===== config.mk =====
export PLATFORM = sky130hd
export DESIGN_NAME = apb_master
export DESIGN_NICKNAME = d
export VERILOG_FILES = /design/src/rtl/apb_master_pkg.sv /design/src/rtl/apb_timeout_cnt.sv /design/src/rtl/apb_master.sv
export SDC_FILE = /design/constraint.sdc
export NUM_CORES = 1
export LEC_CHECK = 0
export CORE_ASPECT_RATIO = 1.1
export CORE_MARGIN = 2
export CORE_UTILIZATION = 40
export CTS_CLUSTER_DIAMETER = 80
export DETAILED_ROUTE_END_ITERATION = 16
export DONT_BUFFER_PORTS = 1
export HOLD_SLACK_MARGIN = 0.05
export PLACE_DENSITY = 0.54
export SETUP_SLACK_MARGIN = 0.2
export SYNTH_ARGS = -nofsm -noshare
export SYNTH_HDL_FRONTEND = slang
export SYNTH_SLANG_ARGS = --single-unit

===== constraint.sdc =====
create_clock -name PCLK -period 1.45 [get_ports PCLK]
set_clock_uncertainty 0.1 [all_clocks]
set_input_delay 0.29 -clock PCLK [delete_from_list [all_inputs] [get_ports PCLK]]
set_output_delay 0.29 -clock PCLK [all_outputs]
set_load 0.02 [all_outputs]

===== src/rtl/apb_master_pkg.sv =====
// Package: apb_master_pkg
// Shared definitions for the APB requester and the APB peripherals that sit
// behind it: transfer-state encodings and default bus widths.
package apb_master_pkg;

  // Transfer phases of an APB3 requester. Encodings are shared with the
  // peripherals so that state probes read the same across the bus.
  typedef enum logic [1:0] {
    ST_IDLE   = 2'd0,
    ST_SETUP  = 2'd1,
    ST_ACCESS = 2'd2
  } apb_state_e;

  localparam int APB_ADR_W_DEF = 32;
  localparam int APB_DAT_W_DEF = 32;

endpackage


===== src/rtl/apb_timeout_cnt.sv =====
// Module: apb_timeout_cnt
// Counts ACCESS cycles spent waiting on PREADY. The expired flag is raised
// combinationally in the cycle whose count-enable would bring the count up to
// `limit`, so the requester leaves ACCESS on that same edge. The ACCESS phase
// therefore lasts exactly `limit` wait cycles before the abort.
// Ports:
//   clk, rst_n : clock, asynchronous active-low reset
//   clear      : restart the count (asserted when a command is accepted)
//   enable     : one more wait cycle elapsed (ACCESS with PREADY low)
//   limit      : number of wait cycles tolerated
//   expired    : abort request for the current cycle
module apb_timeout_cnt #(
  parameter int CNT_W = 9
) (
  input  logic             clk,
  input  logic             rst_n,
  input  logic             clear,
  input  logic             enable,
  input  logic [CNT_W-1:0] limit,
  output logic             expired
);

  logic [CNT_W-1:0] cnt_q;

  always_ff @(posedge clk or negedge rst_n) begin
    if (!rst_n) begin
      cnt_q <= '0;
    end else if (clear) begin
      cnt_q <= '0;
    end else if (enable) begin
      cnt_q <= cnt_q + 1'b1;
    end
  end

  assign expired = enable && (cnt_q == (limit - 1'b1));

endmodule


===== src/rtl/apb_master.sv =====
// Module: apb_master
// APB3 requester. Turns a valid/ready command port into APB SETUP/ACCESS
// transfers and returns read data and error status on a one-cycle response
// strobe. One transfer outstanding at a time; responses cannot be stalled.
//
// Optional feature: define APB_TIMEOUT_EN to abort an ACCESS phase after
// TIMEOUT_CYC cycles of PREADY low (response reports RSP_ERR=1, RSP_RDATA=0).
// Without it the requester waits on PREADY indefinitely.
//
// Ports:
//   PCLK, PRESETn            : clock, asynchronous active-low reset
//   CMD_VALID/READY          : command handshake (READY high only when idle)
//   CMD_WRITE/ADDR/WDATA     : command fields, captured on acceptance
//   RSP_VALID                : one-cycle completion strobe
//   RSP_RDATA/RSP_ERR        : completion result, held until the next one
//   PADDR/PSEL/PENABLE/
//   PWRITE/PWDATA            : APB request signals
//   PREADY/PRDATA/PSLVERR    : APB completer signals
module apb_master
  import apb_master_pkg::*;
#(
  parameter int ADR_W       = APB_ADR_W_DEF,
  parameter int DAT_W       = APB_DAT_W_DEF,
  parameter int TIMEOUT_CYC = 256
) (
  input  logic             PCLK,
  input  logic             PRESETn,
  input  logic             CMD_VALID,
  output logic             CMD_READY,
  input  logic             CMD_WRITE,
  input  logic [ADR_W-1:0] CMD_ADDR,
  input  logic [DAT_W-1:0] CMD_WDATA,
  output logic             RSP_VALID,
  output logic [DAT_W-1:0] RSP_RDATA,
  output logic             RSP_ERR,
  output logic [ADR_W-1:0] PADDR,
  output logic             PSEL,
  output logic             PENABLE,
  output logic             PWRITE,
  output logic [DAT_W-1:0] PWDATA,
  input  logic             PREADY,
  input  logic [DAT_W-1:0] PRDATA,
  input  logic             PSLVERR
);

  apb_state_e       state_q, state_d;
  logic             cmd_accept;
  logic             xfer_done;
  logic             xfer_abort;
  logic             timeout_hit;

  logic [ADR_W-1:0] paddr_q;
  logic             pwrite_q;
  logic [DAT_W-1:0] pwdata_q;
  logic             rsp_valid_q;
  logic [DAT_W-1:0] rsp_rdata_q;
  logic             rsp_err_q;

  always_ff @(posedge PCLK or negedge PRESETn) begin
    if (!PRESETn) begin
      state_q <= ST_IDLE;
    end else begin
      state_q <= state_d;
    end
  end

  always_comb begin
    state_d    = state_q;
    cmd_accept = 1'b0;
    xfer_done  = 1'b0;
    xfer_abort = 1'b0;
    case (state_q)
      ST_IDLE: begin
        if (CMD_VALID) begin
          cmd_accept = 1'b1;
          state_d    = ST_SETUP;
        end
      end
      ST_SETUP: begin
        state_d = ST_ACCESS;
      end
      ST_ACCESS: begin
        // A completer that answers in the very cycle the timeout fires wins.
        if (PREADY) begin
          xfer_done = 1'b1;
          state_d   = ST_IDLE;
        end else if (timeout_hit) begin
          xfer_abort = 1'b1;
          state_d    = ST_IDLE;
        end
      end
      default: begin
        state_d = ST_IDLE;
      end
    endcase
  end

`ifdef APB_TIMEOUT_EN
  localparam int CNT_W = $clog2(TIMEOUT_CYC + 1);

  apb_timeout_cnt #(
    .CNT_W (CNT_W)
  ) u_timeout_cnt (
    .clk     (PCLK),
    .rst_n   (PRESETn),
    .clear   (cmd_accept),
    .enable  ((state_q == ST_ACCESS) && !PREADY),
    .limit   (CNT_W'(TIMEOUT_CYC)),
    .expired (timeout_hit)
  );
`else
  assign timeout_hit = 1'b0;
`endif

  // Request fields are captured once at acceptance and stay stable through
  // SETUP and ACCESS. PWDATA keeps its previous value across reads.
  always_ff @(posedge PCLK or negedge PRESETn) begin
    if (!PRESETn) begin
      paddr_q  <= '0;
      pwrite_q <= 1'b0;
      pwdata_q <= '0;
    end else if (cmd_accept) begin
      paddr_q  <= CMD_ADDR;
      pwrite_q <= CMD_WRITE;
      if (CMD_WRITE) begin
        pwdata_q <= CMD_WDATA;
      end
    end
  end

  // Completion: PRDATA/PSLVERR are only looked at on the ACCESS edge with
  // PREADY high. Writes and aborts return zero data.
  always_ff @(posedge PCLK or negedge PRESETn) begin
    if (!PRESETn) begin
      rsp_valid_q <= 1'b0;
      rsp_rdata_q <= '0;
      rsp_err_q   <= 1'b0;
    end else begin
      rsp_valid_q <= xfer_done || xfer_abort;
      if (xfer_done) begin
        rsp_rdata_q <= pwrite_q ? '0 : PRDATA;
        rsp_err_q   <= PSLVERR;
      end else if (xfer_abort) begin
        rsp_rdata_q <= '0;
        rsp_err_q   <= 1'b1;
      end
    end
  end

  // PSEL/PENABLE decode straight from the state register so that an
  // asynchronous reset drops them immediately.
  assign CMD_READY = (state_q == ST_IDLE);
  assign PSEL      = (state_q == ST_SETUP) || (state_q == ST_ACCESS);
  assign PENABLE   = (state_q == ST_ACCESS);
  assign PADDR     = paddr_q;
  assign PWRITE    = pwrite_q;
  assign PWDATA    = pwdata_q;
  assign RSP_VALID = rsp_valid_q;
  assign RSP_RDATA = rsp_rdata_q;
  assign RSP_ERR   = rsp_err_q;

endmodule


==> impl_metrics.csv <==
group,metric,value,unit
setup_path,critPathMaxFanout,8,
finish,nets,537,
place,portBuffers,0,
place,hpwlAfterDp,5.81,mm
setup_path,critPathBufInv,3,
clock_network,cts_sinks,101,
synthesis,syn_nets,401,
power_and_ir_drop,p_sw,5420,uW
synthesis,synth.distinct_cells,14,
finish,fin_area,0.00644,sq mm
synthesis,yosys.area.top_type_share,61.9,%
floorplan,coreArea,0.00989,sq mm
finish,drive_gt1_share,64.7,%
setup_path,arrival,1.75,ns
floorplan,initial_core_util,41.3,%
sta,fin_crit_sh,110,%
setup_path,reg2reg_slack,-0.14,ns
grt,grt_use_total,18.0,%
place,gp_congestion,0.654,
floorplan,die_height,110,um
outcome,violations,"hold timing, setup timing",
sta,fmax,627,MHz
grt,grt_pass1_wl,15.0,mm
clock_network,hold_buffers,97,
floorplan,dieWidth,100,um
sta,rsz0062_at_grt,"yes",
clock_network,clockBufferDepth,2,
outcome,outcome,"complete, but fails checks",
clock_network,clk_pin_slew_worst_paths,0.10,ns
setup_path,crit-reg2reg-capture,"PADDR[5]",
synthesis,syn_inst,295,
power_and_ir_drop,p_leak,0.00279,uW
floorplan,rows,38,
finish,utilization,65.1,%
place,placed_area,0.00431,sq mm
sta,final-hold-violation-count,101,
clock_network,cts_max_level,3,
grt,grt_max_degree,102,
clock_network,cts_root_buffer,"clkbuf_8",
setup_path,cp.required,1.60,ns
routing,wl_per_cell,19.4,um
synthesis,synth_fa_ha_area_share,1.23,%
synthesis,synth_top_family_by_area,"multiplexers",
power_and_ir_drop,power_density,2130,mW/mm^2
synthesis,synthMuxAreaShare,21.1,%
synthesis,synth_compound_area_share,4.07,%
power_and_ir_drop,ir_worst_vdd,0.000984,V
floorplan,die_area,0.0110,sq mm
setup_path,r2r_cells,6,
routing,drt_iter0_markers,61,
routing,num_vias,2756,
synthesis,avgSynthCellArea,13.8,sq um
synthesis,ys_ff_latch,101,
routing,dr.pass1.iters,4,
sta,finalWorstSetupSlack,-0.144,ns
finish,area_growth,57.6,%
sta,fin_crit,1.59,ns
clock_network,numCtsBuffers,9,
synthesis,syn_area,0.00409,sq mm
min_path,min_path_type,"in2async",
sta,maxSlewHeadroom,83.3,%
setup_path,startpoint_type,"flip-flop",
sta,hold_ws,-0.485,ns
sta,slew_violations,0,
setup_path,cpPeakStageDelay,0.38,ns
grt,grt_pass1_vias,2847,
synthesis,synth_top_cell_by_area,"dfrtp_1",
floorplan,ioPinCount,204,
sta,tightest_slew,0.251,ns
synthesis,synth_area_leaders,"dfrtp_1 62%, mux2_4 11%, mux2_2 10%, nand2b_1 4.9%, o21ai_0 3.9%",
clock_network,cts_tree,"yes",
synthesis,synth_xor_area_share,0,%
routing,drc_errors,0,
setup_path,path_cells,"inv_2 -> ha_4 -> buf_6 -> nand2_8 -> clkbuf_16 -> mux2_2",
routing,drt_wl_total,10.8,mm
routing,final_antenna_net_count,0,
setup_path,r2r_start,"state_q[0]",
clock_network,clk-insertion-delay-late,0.35,ns
finish,num_antenna_cells,0,
synthesis,synthSimpleGateAreaFrac,8.51,%
setup_path,cpMaxStageDelayCell,"dfrtp_1",
power_and_ir_drop,clkPwrFrac,13.8,%
grt,antenna_found_initial,0,
run,drv_cap,0,
setup_path,cpLargestDelayFamily,"flip-flops",
power_and_ir_drop,sw_frac_of_total,39.5,%
power_and_ir_drop,p_int,8290,uW
grt,grt_overflow,0,
power_and_ir_drop,combPwrFrac,34.3,%
synthesis,ys_seq_area_share,61.9,%
sta,setup_viol,89,
power_and_ir_drop,pwr-share-seq,51.9,%
synthesis,yosys_warnings,0,
setup_path,end_kind,"flip-flop",
setup_path,critical_path.startpoint,"state_q[0]",
routing,viasPerCell,4.96,
sta,fin_tns_setup,-6.88,ns
setup_path,path_class,"reg2reg",
[cell usage in the layout, fill, tap and decap left out]
cell type	netlist	final
dlygate4sd3_1	0	97
dfrtp_2	0	96
mux2_2	38	34
mux2_4	29	33
nand2b_1	32	32
nand2_2	1	22
o21ai_2	0	19
buf_6	6	14
o21ai_1	0	13
clkbuf_8	0	10
nand2_4	0	9
buf_4	0	9
buf_12	0	7
buf_16	0	6
clkbuf_16	0	6
dfrtp_1	101	5
inv_2	0	4
nand2_1	35	3
nand2_8	0	2
ha_4	0	2
ha_1	4	2
clkinv_4	0	2
nand3_4	0	1
inv_1	5	1
o22ai_4	0	1
inv_6	0	1
bufinv_16	0	1
inv_8	0	1
clkbuf_1	5	1
bufbuf_16	0	1
buf_8	0	1
[state kept, by name, indices dropped and copies added, names as in the netlist]
signal and flops:
PADDR 32, PWDATA 32, RSP_RDATA 32, state_q 2
PWRITE 1, RSP_ERR 1, RSP_VALID 1
[cell usage after synthesis]
cell and count:
o22ai_1 1, o21ai_0 32, clkbuf_1 5, ha_1 4, nand2_1 35, nand3_2 1
dfrtp_1 101, inv_1 5, buf_2 5, mux2_4 29, buf_6 6, nand2_2 1
mux2_2 38, nand2b_1 32
[how the worst max path moves through the flow]
stage / end / slack, ns / depth (start not counted)
5_1_grt: PADDR[21] / -0.19 / 6
3_5_place_dp: PADDR[20] / -0.1 / 5
4_1_cts: CMD_READY / -0.15 / 3
2_1_floorplan: PWDATA[10] / -0.05 / 5
3_3_place_gp: PWDATA[31] / -0.06 / 5
6_report: PADDR[5] / -0.14 / 6
[stage by stage]
| stage | setup slack [ns] | instances | total power [uW] |
|---|---|---|---|
| floorplan | -0.0478 | 295 | 9020 |
| global placement | -0.0575 | 411 | 9650 |
| detailed placement | -0.0953 | 411 | 9780 |
| CTS | -0.146 | 545 | 12900 |
| global route | -0.187 | 556 | 14400 |
| finish | -0.144 | 556 | 13700 |
[layout make-up]
type,count,area [sq um]
repair buffers,141,1700
well taps,120,150
multi-input cells,173,1710
flip-flops and latches,101,2650
clock inverters,5,67.6
fillers,734,3450
inverters,5,18.8
clock buffers,11,141
[logic make-up (layout without fill, tap and decap cells)]
logic type | after synthesis | in the layout
AO/OA/AOI/OAI | 33 | 33
adder cells (fa/ha/maj) | 4 | 4
buffers and inverters | 21 | 162
flip-flops | 101 | 101
multiplexers | 67 | 67
AND/OR/NAND/NOR | 69 | 69
[what timing repair did]
| action | CTS | global route |
|---|---|---|
| gates cloned | 8 | 6 |
| setup endpoints to repair | 152 | 196 |
| setup buffers | 13 | 5 |
| pin swaps | 2 | 26 |
| gates resized for setup | 84 | 106 |
| hold endpoints to repair | 198 | 101 |
[power by group through the flow]
stage / clock network (uW) / logic [uW] / registers [uW]
6_report: 1890 / 4710 / 7120
5_1_grt: 2070 / 5030 / 7270
4_1_cts: 1950 / 4010 / 6910
3_5_place_dp: 0 / 2980 / 6800
3_3_place_gp: 0 / 2860 / 6790
2_1_floorplan: 0 / 2550 / 6470
[per-layer routing]
| layer | routed length [um] | GRT usage, % |
|---|---|---|
| met5 | 0 | 0 |
| met4 | 130 | 7.14 |
| met3 | 700 | 4.79 |
| met2 | 5990 | 33.1 |
| met1 | 3940 | 19.7 |
Power figures use the tool's default switching activity.
